==> config.mk <==
export PLATFORM = sky130hd
export DESIGN_NAME = debounce_toggle_multi
export DESIGN_NICKNAME = d
export VERILOG_FILES = /design/src/rtl/debounce_toggle_multi.sv
export SDC_FILE = /design/constraint.sdc
export NUM_CORES = 1
export LEC_CHECK = 0
export ABC_AREA = 1
export CAP_MARGIN = 15
export CORE_MARGIN = 1
export CORE_UTILIZATION = 40
export CTS_CLUSTER_DIAMETER = 40
export DETAILED_ROUTE_END_ITERATION = 12
export SLEW_MARGIN = 0
export SYNTH_ARGS = -nofsm -noshare
export SYNTH_HDL_FRONTEND = slang
export SYNTH_SLANG_ARGS = --single-unit
==> constraint.sdc <==
create_clock -name i_Clk -period 1.5 [get_ports i_Clk]
set_input_delay 0.15 -clock i_Clk [delete_from_list [all_inputs] [get_ports i_Clk]]
set_output_delay 0.15 -clock i_Clk [all_outputs]
set_load 0.1 [all_outputs]
==> src/rtl/debounce_toggle_multi.sv <==
// N-channel switch conditioner: 2-flop synchroniser, stability-count debounce,
// registered press/release pulses and a per-channel toggle flag for LED drive.
module debounce_toggle_multi #(
   parameter int   NUM_CH            = 4,
   parameter int   DEBOUNCE_LIMIT    = 250000,
   parameter logic INIT_LEVEL        = 1'b0,
   parameter logic TOGGLE_ON_RELEASE = 1'b0
) (
   input  logic              i_Clk,
   input  logic              i_Reset,
   input  logic [NUM_CH-1:0] i_Switch,
   output logic [NUM_CH-1:0] o_Debounced,
   output logic [NUM_CH-1:0] o_Press,
   output logic [NUM_CH-1:0] o_Release,
   output logic [NUM_CH-1:0] o_Toggle
);

   localparam int CNT_W = (DEBOUNCE_LIMIT > 1) ? $clog2(DEBOUNCE_LIMIT) : 1;
   localparam logic [CNT_W-1:0] CNT_LAST = CNT_W'(DEBOUNCE_LIMIT - 1);

   genvar n;
   generate
      for (n = 0; n < NUM_CH; n++) begin : g_ch
         logic             sync1_q, sync2_q;
         logic             deb_q, deb_d;
         logic             press_q, press_d;
         logic             rel_q, rel_d;
         logic             tog_q, tog_d;
         logic [CNT_W-1:0] cnt_q, cnt_d;

         // Any sample matching the current level clears the run: no partial credit.
         always_comb begin
            cnt_d   = '0;
            deb_d   = deb_q;
            press_d = 1'b0;
            rel_d   = 1'b0;
            tog_d   = tog_q;
            if (sync2_q != deb_q) begin
               if (cnt_q == CNT_LAST) begin
                  deb_d   = sync2_q;
                  press_d = (sync2_q != INIT_LEVEL);
                  rel_d   = (sync2_q == INIT_LEVEL);
                  if (TOGGLE_ON_RELEASE ? rel_d : press_d) begin
                     tog_d = ~tog_q;
                  end
               end else begin
                  cnt_d = cnt_q + 1'b1;
               end
            end
         end

         always_ff @(posedge i_Clk) begin
            if (i_Reset) begin
               sync1_q <= INIT_LEVEL;
               sync2_q <= INIT_LEVEL;
               deb_q   <= INIT_LEVEL;
               cnt_q   <= '0;
               press_q <= 1'b0;
               rel_q   <= 1'b0;
               tog_q   <= 1'b0;
            end else begin
               sync1_q <= i_Switch[n];
               sync2_q <= sync1_q;
               deb_q   <= deb_d;
               cnt_q   <= cnt_d;
               press_q <= press_d;
               rel_q   <= rel_d;
               tog_q   <= tog_d;
            end
         end

         assign o_Debounced[n] = deb_q;
         assign o_Press[n]     = press_q;
         assign o_Release[n]   = rel_q;
         assign o_Toggle[n]    = tog_q;
      end
   endgenerate

endmodule

==> flow_metrics.env <==
export IMPL_status="complete, but fails checks"
export IMPL_violations="DRC"
export IMPL_fp_dieW_microns=110.1
export IMPL_clk_latency_ps=350
export IMPL_syn_cell_area_sq_um=4676
export IMPL_syn_to_final_growth_pct=21.46
export IMPL_ant_nets=0
export IMPL_ys_warn_count=0
export IMPL_syn_inst=664
export IMPL_total_power_mw=5.119
export IMPL_pre_cts_ws_ps=14.89
export IMPL_cts_buffers=9
export IMPL_switching_share_pct=19.84
export IMPL_critPathLaunchType="flip-flop"
export IMPL_hold_end="g_ch[2].sync1_q$_SDFF_PP0_"
export IMPL_hold_viol=0
export IMPL_final_common_cell="nor2_1"
export IMPL_fp_coreArea_sq_um=11420
export IMPL_combPwrFrac_pct=1.9
export IMPL_drc=2
export IMPL_min_period_ps=1402
export IMPL_grt_use_total_pct=16.82
export IMPL_cp_arrival_ps=1680
export IMPL_async_flop_share_pct=0
export IMPL_cp_required_ps=1770
export IMPL_slew_headroom_pct=80.73
export IMPL_finalNetCount=714
export IMPL_grt_pass1_vias=3770
export IMPL_fin_crit_sh_pct=93.49
export IMPL_maxSlewViolCount=0
export IMPL_p_clk_share_pct=48.0
export IMPL_grt_pass1_wl_microns=16050
export IMPL_fin_ws_ps=97.67
export IMPL_n_antenna_cell=0
export IMPL_syn_nets=678
export IMPL_power_frac_seq_pct=50.2
export IMPL_synth_edf_count=0
export IMPL_whs_ps=320.5
export IMPL_r2r_slack_ps=100
export IMPL_wire_per_inst_microns=10.83
export IMPL_setup_viol=0
export IMPL_synth_flop_cell="dfxtp_1"
export IMPL_r2r_end="g_ch[3].cnt_q[12]$_SDFF_PP0_"
export IMPL_maxCapViolCount=0
export IMPL_whs_path_depth=3
export IMPL_place_gp_congestion=0.8681
export IMPL_fmax_ghz=0.7131
export IMPL_cts_sinks=96
export IMPL_avgSynthCellArea_sq_um=7.042
export IMPL_cts_tree="done"
export IMPL_num_rows=39
export IMPL_ir_drop_mv=0.7607
export IMPL_crit_type="reg -> reg"
export IMPL_hp_class="in -> reg"
export IMPL_p_leak_nw=1.996
export IMPL_fin_tns_setup_ps=0
export IMPL_h_tree_depth=3
export IMPL_die_area_sq_um=12130
export IMPL_port_buffers=21
export IMPL_ioPinCount=22
export IMPL_grt_overflow=0
export IMPL_p_int_mw=4.104
export IMPL_dr_total_vias=4008
export IMPL_mostFrequentLayoutCells="144 x nor2_1, 136 x nand2_1, 93 x dfxtp_1"
export IMPL_yosysUniqueCellTypes=34
export IMPL_grt_max_degree=18
export IMPL_clk_pin_slew_ps=60
export IMPL_yosys_register_bits=96
export IMPL_ff2ff_path_depth=7
export IMPL_drt_total_wl_microns=9181
export IMPL_firstDrtPassIters=8
export IMPL_layout_drive_gt1_share_pct=15.89
export IMPL_dp_final_hpwl_microns=6825
export IMPL_antenna_found_initial=0
export IMPL_ys_seq_area_share_pct=41.10
export IMPL_power_density_nw_per_um2=901.4
export IMPL_skew_ps=14.65
export IMPL_reg2reg_from="g_ch[3].cnt_q[0]$_SDFF_PP0_"
export IMPL_drt_initial_drc_count=132
export IMPL_hold_start="i_Switch[2]"
export IMPL_cts_root_buf="clkbuf_16"
export IMPL_endpoint_kind="flip-flop"
export IMPL_die_y_microns=110.1
export IMPL_p_switching_mw=1.016
export IMPL_final_core_util_pct=49.74
export IMPL_clk_path_buf_depth=2
export IMPL_vias_per_cell=4.726
export IMPL_start_util_pct=40.95
export IMPL_worst_pin_slew_ps=287.9
export IMPL_worstPathMaxFanout=4
how the worst max path moves through the flow:
stage               cells after the start                         from                           end
detailed placement                      7                      i_Reset  g_ch[2].cnt_q[17]$_SDFF_PP0_
floorplan                               9  g_ch[1].cnt_q[0]$_SDFF_PP0_  g_ch[1].cnt_q[10]$_SDFF_PP0_
CTS                                    10  g_ch[3].cnt_q[0]$_SDFF_PP0_  g_ch[3].cnt_q[17]$_SDFF_PP0_
global route                            7  g_ch[3].cnt_q[0]$_SDFF_PP0_  g_ch[3].cnt_q[12]$_SDFF_PP0_
finish                                  7  g_ch[3].cnt_q[0]$_SDFF_PP0_  g_ch[3].cnt_q[12]$_SDFF_PP0_
global placement                        8  g_ch[0].cnt_q[1]$_SDFF_PP0_  g_ch[0].cnt_q[16]$_SDFF_PP0_
area by class of cell:
class / count / area, sq um
fillers: 1166 / 5739
well taps: 143 / 178.9
inverters: 77 / 289.0
flip-flops and latches: 96 / 1926
clock inverters: 6 / 82.58
clock buffers: 10 / 239.0
multi-input cells: 469 / 2370
repair buffers: 47 / 594.3
critical path, stage by stage, from the launching register on:
cell and delay [ps]:
dfxtp_2 340, ha_2 190, nand2_2 80, nor2_4 100, buf_4 140, nand3_1 80
or2_2 290, a21oi_2 120
Yosys cell counts, drive strengths merged (4+ instances only):
| cell | number | share of area, % |
|---|---|---|
| o21ai | 11 | 1.3 |
| ha | 8 | 2.1 |
| nand2 | 144 | 12 |
| nor3 | 9 | 0.96 |
| inv | 77 | 6.2 |
| a21oi | 24 | 2.6 |
| or2 | 8 | 1.1 |
| nand3 | 43 | 5.2 |
| buf | 21 | 3.6 |
| xnor2 | 11 | 2.1 |
| nand3b | 4 | 0.64 |
| dfxtp | 96 | 41 |
| xor2 | 18 | 3.4 |
| nor2 | 166 | 14 |
| nand4 | 18 | 2.4 |
through the flow:
stage | cells | area, sq um
2_1_floorplan | 664 | 4676
3_3_place_gp | 830 | 5245
3_5_place_dp | 830 | 5245
4_1_cts | 846 | 5567
5_1_grt | 848 | 5679
6_report | 848 | 5679
repair_timing:
action	4_1_cts	5_1_grt
setup buffers	0	2
hold buffers	0	0
hold endpoints to repair	0	0
setup endpoints to repair	0	39
resized for setup	0	29
registers in the layout (all words and copies together), names as in the netlist:
signal        flops
g_ch.cnt_q       72
g_ch.deb_q        4
g_ch.press_q      4
g_ch.rel_q        4
g_ch.sync1_q      4
g_ch.sync2_q      4
g_ch.tog_q        4
power by group through the flow:
| stage | Clock (mW) | Combinational [mW] | Sequential, mW |
|---|---|---|---|
| after floorplan | 0 | 0.0511 | 2.63 |
| after global placement | 0 | 0.0874 | 2.63 |
| final | 2.46 | 0.0953 | 2.57 |
| after detailed placement | 0 | 0.0892 | 2.63 |
| after global routing | 2.66 | 0.108 | 2.57 |
| after CTS | 2.54 | 0.0898 | 2.57 |
per-layer routing:
layer / global-route usage, % / vias to the layer above / part of all wire (%)
li1: - / 2135 / -
met1: 20.85 / 1799 / 48
met2: 28.35 / 70 / 48
met3: 4.292 / 4 / 3.1
met4: 5.733 / 0 / 0.83
met5: 0 / - / 0
cells by family after synthesis:
logic type,synth area share [%]
compound gates,4.656
xor+xnor,5.432
fa+ha+maj,2.141
buf+inv,9.874
flops,41.10
simple gates,36.79
Power figures use the tool's default switching activity.
